==> src/rtl/conv3x3_window_mac.sv <==
`default_nettype none
// ============================================================================
//  Module   : conv3x3_window_mac
//  Purpose  : Programmable signed 3x3 convolution over a streamed pixel
//             window. The result is arithmetically shifted right, clamped to
//             an unsigned pixel, and emitted only for windows that lie fully
//             inside the image.
//  Ports    : CLK, CLR       - clock, synchronous active-high reset
//             R00..R22       - window taps (row 0 oldest, column 2 newest)
//             Valid_IN       - window strobe
//             Coef_WE/Addr/Data - coefficient bank write port (0..8 row-major)
//             Out, Valid_OUT - filtered pixel and its qualifier (latency 3)
//             Frame_Done     - pulse with the last interior output of a frame
//  Revision : 1.0  initial release
// ============================================================================
module conv3x3_window_mac #(
  parameter int IMG_Width  = 5,
  parameter int IMG_Height = 5,
  parameter int Datawidth  = 8,
  parameter int CoefWidth  = 8,
  parameter int Shift      = 4
) (
  input  logic                 CLK,
  input  logic                 CLR,
  input  logic [Datawidth-1:0] R00,
  input  logic [Datawidth-1:0] R01,
  input  logic [Datawidth-1:0] R02,
  input  logic [Datawidth-1:0] R10,
  input  logic [Datawidth-1:0] R11,
  input  logic [Datawidth-1:0] R12,
  input  logic [Datawidth-1:0] R20,
  input  logic [Datawidth-1:0] R21,
  input  logic [Datawidth-1:0] R22,
  input  logic                 Valid_IN,
  input  logic                 Coef_WE,
  input  logic [3:0]           Coef_Addr,
  input  logic [CoefWidth-1:0] Coef_Data,
  output logic [Datawidth-1:0] Out,
  output logic                 Valid_OUT,
  output logic                 Frame_Done
);

  localparam int PROD_W = Datawidth + 1 + CoefWidth;
  localparam int ROW_W  = PROD_W + 2;
  localparam int SUM_W  = Datawidth + CoefWidth + 5;
  localparam int COL_W  = $clog2(IMG_Width);
  localparam int ROW_W_CNT = $clog2(IMG_Height);
  localparam logic [COL_W-1:0]     COL_LAST = COL_W'(IMG_Width - 1);
  localparam logic [ROW_W_CNT-1:0] ROW_LAST = ROW_W_CNT'(IMG_Height - 1);
  localparam logic [CoefWidth-1:0] K_IDENT  = CoefWidth'(1 << Shift);

  // Coefficient bank, row-major K00..K22.
  logic signed [CoefWidth-1:0] r_coef [9];

  always_ff @(posedge CLK) begin
    if (CLR) begin
      for (int k = 0; k < 9; k++) begin
        r_coef[k] <= (k == 4) ? K_IDENT : '0;
      end
    end else if (Coef_WE && (Coef_Addr <= 4'd8)) begin
      r_coef[Coef_Addr] <= Coef_Data;
    end
  end

  // Raster position of R22 for the window currently on the inputs.
  logic [COL_W-1:0]     r_col;
  logic [ROW_W_CNT-1:0] r_row;
  logic                 w_interior;
  logic                 w_last;

  assign w_interior = (r_row >= ROW_W_CNT'(2)) && (r_col >= COL_W'(2));
  assign w_last     = (r_row == ROW_LAST) && (r_col == COL_LAST);

  always_ff @(posedge CLK) begin
    if (CLR) begin
      r_col <= '0;
      r_row <= '0;
    end else if (Valid_IN) begin
      if (r_col == COL_LAST) begin
        r_col <= '0;
        r_row <= (r_row == ROW_LAST) ? '0 : r_row + 1'b1;
      end else begin
        r_col <= r_col + 1'b1;
      end
    end
  end

  // S1: products. Taps are zero-extended so they stay non-negative; the
  // product uses the coefficient register as it stands before this edge,
  // so a same-cycle write only affects later windows.
  logic [Datawidth-1:0]     w_tap  [9];
  logic signed [PROD_W-1:0] w_prod [9];
  logic signed [PROD_W-1:0] r_prod [9];

  assign w_tap[0] = R00;
  assign w_tap[1] = R01;
  assign w_tap[2] = R02;
  assign w_tap[3] = R10;
  assign w_tap[4] = R11;
  assign w_tap[5] = R12;
  assign w_tap[6] = R20;
  assign w_tap[7] = R21;
  assign w_tap[8] = R22;

  genvar gk;
  generate
    for (gk = 0; gk < 9; gk++) begin : g_prod
      assign w_prod[gk] = $signed({{CoefWidth{1'b0}}, w_tap[gk]}) *
                          $signed({{(Datawidth+1){r_coef[gk][CoefWidth-1]}}, r_coef[gk]});
    end
  endgenerate

  // S2: per-row partial sums.
  logic signed [ROW_W-1:0] w_row_sum [3];
  logic signed [ROW_W-1:0] r_row_sum [3];

  generate
    for (gk = 0; gk < 3; gk++) begin : g_rows
      assign w_row_sum[gk] =
          $signed({{2{r_prod[3*gk][PROD_W-1]}},   r_prod[3*gk]})   +
          $signed({{2{r_prod[3*gk+1][PROD_W-1]}}, r_prod[3*gk+1]}) +
          $signed({{2{r_prod[3*gk+2][PROD_W-1]}}, r_prod[3*gk+2]});
    end
  endgenerate

  // S3: total sum; the output register applies shift and clamp.
  logic signed [SUM_W-1:0] w_sum;
  logic signed [SUM_W-1:0] r_sum;
  logic signed [SUM_W-1:0] w_shifted;
  logic [Datawidth-1:0]    w_clamped;

  assign w_sum = $signed({{2{r_row_sum[0][ROW_W-1]}}, r_row_sum[0]}) +
                 $signed({{2{r_row_sum[1][ROW_W-1]}}, r_row_sum[1]}) +
                 $signed({{2{r_row_sum[2][ROW_W-1]}}, r_row_sum[2]});

  assign w_shifted = r_sum >>> Shift;

  always_comb begin
    w_clamped = w_shifted[Datawidth-1:0];
    if (w_shifted[SUM_W-1]) begin
      w_clamped = '0;
    end else if (|w_shifted[SUM_W-2:Datawidth]) begin
      w_clamped = '1;
    end
  end

  // Datapath registers carry no reset; only their valid bits matter.
  always_ff @(posedge CLK) begin
    for (int k = 0; k < 9; k++) begin
      r_prod[k] <= w_prod[k];
    end
    for (int k = 0; k < 3; k++) begin
      r_row_sum[k] <= w_row_sum[k];
    end
    r_sum <= w_sum;
  end

  // Valid / last-window tags travel alongside the data.
  logic r_v1, r_v2, r_v3;
  logic r_l1, r_l2, r_l3;

  always_ff @(posedge CLK) begin
    if (CLR) begin
      r_v1       <= 1'b0;
      r_v2       <= 1'b0;
      r_v3       <= 1'b0;
      r_l1       <= 1'b0;
      r_l2       <= 1'b0;
      r_l3       <= 1'b0;
      Valid_OUT  <= 1'b0;
      Frame_Done <= 1'b0;
      Out        <= '0;
    end else begin
      r_v1       <= Valid_IN & w_interior;
      r_l1       <= Valid_IN & w_interior & w_last;
      r_v2       <= r_v1;
      r_l2       <= r_l1;
      r_v3       <= r_v2;
      r_l3       <= r_l2;
      Valid_OUT  <= r_v3;
      Frame_Done <= r_v3 & r_l3;
      if (r_v3) begin
        Out <= w_clamped;
      end
    end
  end

endmodule
`default_nettype wire

==> config.mk <==
export PLATFORM = sky130hd
export DESIGN_NAME = conv3x3_window_mac
export DESIGN_NICKNAME = d
export VERILOG_FILES = /design/src/rtl/conv3x3_window_mac.sv
export SDC_FILE = /design/constraint.sdc
export NUM_CORES = 2
export LEC_CHECK = 0
export CAP_MARGIN = 20
export CORE_MARGIN = 2
export CORE_UTILIZATION = 43
export DETAILED_ROUTE_END_ITERATION = 8
export SLEW_MARGIN = 10
export SYNTH_ARGS = -nofsm -noshare
export SYNTH_HDL_FRONTEND = slang
export SYNTH_SLANG_ARGS = --single-unit
export TNS_END_PERCENT = 50
==> constraint.sdc <==
create_clock -name CLK -period 10 [get_ports CLK]
set_input_delay 1.5 -clock CLK [delete_from_list [all_inputs] [get_ports CLK]]
set_output_delay 1.5 -clock CLK [all_outputs]
set_load 0.1 [all_outputs]
==> out/results.ini <==
[route]
wl_per_cell_um=16.16
drt_iter0_markers=850
drc=0
viasPerCell=4.916
antenna_left=0
vias=21813
dr.pass1.iters=5
drt-total-wl_um=71710

[grt]
grt.overflow.total=0
grt_pass1_vias=23026
globalRouteTotalUtil_pct=19.56
grt_max_degree=24
grt_pass1_wl_um=120400
antenna_found_initial=8

[place]
post-dp-hpwl_um=57910
io_buffer_count=97
place.gp.congestion=0.8445
dpl.cell_count=4353

[critical_path]
r2r_slack_ns=5.48
rr_worst_depth=16
max_stage_delay_ns=0.66
critical_path_peak_fanout=8
worstPathRequired_ns=10.43
cp_slowest_cell=clkdlybuf4s50_1
cpMostUsedCell=fa_1
crit_type=in -> reg
crit_arrival_ns=5.93
r2r_start=r_coef[2][2]
worstSetupEndpointType=flip-flop
worstPathCellList=clkdlybuf4s50_1, nand2_1, fa_1, inv_1, fa_1, inv_1, fa_1, fa_1, inv_1, ha_1, nor2b_1, o21a_1, o21ai_0, a21oi_1, a211oi_1, a21oi_1, xnor2_1
crit_family=adder cells
worstReg2RegEnd=r_prod[0][50]
crit_buf_inv=4
worst_setup_path_start_kind=input pin

[floorplan]
die_area_sq_um=77130
rows=100
initial_utilization_pct=43.35
dieWidth_um=277.7
io_pins=98
die_h_um=277.7
core_sq_um=74320

[synth]
yosysTopAreaCellShare_pct=25.16
synth-seq-cells=321
async_reset_ff_share_pct=0
ys.flop_type=dfxtp_1
synthCells=3283
synth_cell_types=63
synthTopCellsByArea=fa_1 25%, ha_1 18%, dfxtp_1 15%, and2_1 8.7%, inv_1 6.7%
yosysWarnings=0
syn-num-nets=4239
yosysSeqAreaShare_pct=22.18
synth_area_sq_um=32220
synth-edff-count=72
synth_top_area_cell=fa_1
synth_area_per_cell_sq_um=9.814

[worst_hold_path]
hold_class=reg -> reg
min_from=r_l3
whs_path_depth=1
hold_end=Frame_Done

[clock_tree]
clock_sinks=321
cts-hold-fix-buffers=0
cts_resized=0
htreeDepth=2
postCtsSetupBuffers=0
cts_buffer_depth=3
cts_buffers=39
clk_pin_slew_ns=0.06
cts_tree=built
insertion_delay_ns=0.56
cts_root_buffer=clkbuf_16

[timing]
period_share_pct=54.99
drv_slew=0
worst_pin_slew_ns=1.013
rsz0062_at_grt=no
slew_headroom_pct=32.23
period_minus_slack_ns=5.499
fmax_mhz=181.9
skew_ns=0.01868
hold_viol=0
setup_violations=0
setup_tns_ns=0

[pwr]
power.density_nw_per_um2=309.8
max-vdd-ir-drop_mv=0.2141
leakagePower_nw=17.22
p_total_w=0.01112

[layout]
final_common_cell=inv_1
synthToLayoutAreaGrowth_pct=11.38
final_cell_mix=579 x inv_1, 463 x ha_1, 449 x and2_1
final_core_util_pct=48.29
drive_gt1_share_pct=2.803
instances_no_fill=4437
layout.nets=4385

[outcome]
status=complete, no violations

[flow_run]
maxCapViolCount=0

==> Yosys cell counts (all sizes together), types with 3 or more instances <==
master,instances
inv,579
ha,463
and2,449
fa,405
dfxtp,249
nand2,199
nor2,144
xnor2,131
a21oi,122
edfxtp,72
o21ai,65
nand2b,57
nor2b,33
nor3,32
a21o,28
nand3,26
o21a,23
xor2,21
or3,19
and3,16
or2,13
a211oi,12
mux2i,12
o211ai,11
a31oi,10
clkbuf,9
nor4,7
o311ai,6
o31ai,6
a2111oi,5
nand4,5
a21boi,4
a221oi,4
nor4b,4
o21bai,4
a311o,3
nand4b,3
nor3b,3
o22ai,3
o41ai,3
==> logic make-up after synthesis <==
kind of cell / count (synthesis) / share of synthesized area, %
compound gates: 326 / 6.380
fa+ha+maj: 868 / 43.14
xor+xnor: 152 / 4.132
flops: 321 / 22.18
mux: 12 / 0.3728
simple gates: 1016 / 16.94
buf+inv: 588 / 6.850
==> final cells by class <==
class / instances / area [sq um]
diodes: 8 / 20.02
clock inverters: 17 / 244.0
clock buffers: 55 / 1119
repair buffers: 114 / 1106
fillers: 7071 / 38430
multi-input cells: 2374 / 22870
well taps: 969 / 1212
inverters: 579 / 2173
flip-flops and latches: 321 / 7147
==> report_power, final <==
part / total [W] / internal [W] / switching [W] / leakage [nW]
Clock: 0.00152 / 0.000918 / 0.000597 / 0.662
Combinational: 0.00736 / 0.00335 / 0.00401 / 13.8
Sequential: 0.00224 / 0.00190 / 0.000335 / 2.78
Total: 0.0111 / 0.00617 / 0.00495 / 17.2
==> worst max path at each step <==
stage	startpoint	end	slack [ns]	cells past startpoint
after CTS	R11[1]	r_prod[0][84]	4.52	16
after global routing	R02[5]	r_prod[0][50]	4.17	17
after detailed placement	R02[5]	r_prod[0][50]	3.93	17
after global placement	R20[5]	r_prod[0][118]	3.94	16
final	R21[3]	r_prod[0][135]	4.50	17
after floorplan	R02[5]	r_prod[0][50]	4.85	16
==> flip-flops by register name, indices dropped and copies added (netlist names), 3 cells and up <==
signal	flops
Out	8
r_row	3
r_col	3
r_row_sum	57
r_sum	17
r_prod	153
r_coef	72
==> stage by stage <==
step           instance area (sq um)  setup slack [ns]  hold WS [ns]
2_1_floorplan                  32220             4.846        0.4057
3_3_place_gp                   34450             3.943        0.4116
3_5_place_dp                   34480             3.934        0.4115
4_1_cts                        35850             4.519        0.4253
5_1_grt                        35870             4.168        0.4637
6_report                       35890             4.501        0.4220
==> per-layer routing <==
metal	track usage, %	wire, um	vias up	share of wire (%)
met2	32.15	33050	288	46
met1	26.58	33880	10655	47
li1	-	-	10766	-
met3	2.704	2489	104	3.5
met5	0	0	-	0
met4	6.431	2295	0	3.2
==> worst register-to-register path, stage by stage, from the launching register on <==
cell      delay, ns
edfxtp_1       0.52
and2_1         0.24
fa_1           0.54
inv_1          0.06
fa_1           0.53
inv_1          0.05
fa_1           0.48
inv_1          0.05
fa_1           0.47
inv_1          0.04
ha_1           0.30
o21a_1         0.12
o21ai_0        0.24
a21oi_1        0.15
a211oi_1       0.33
a21oi_1        0.13
xnor2_1        0.14
Power figures use the tool's default switching activity.
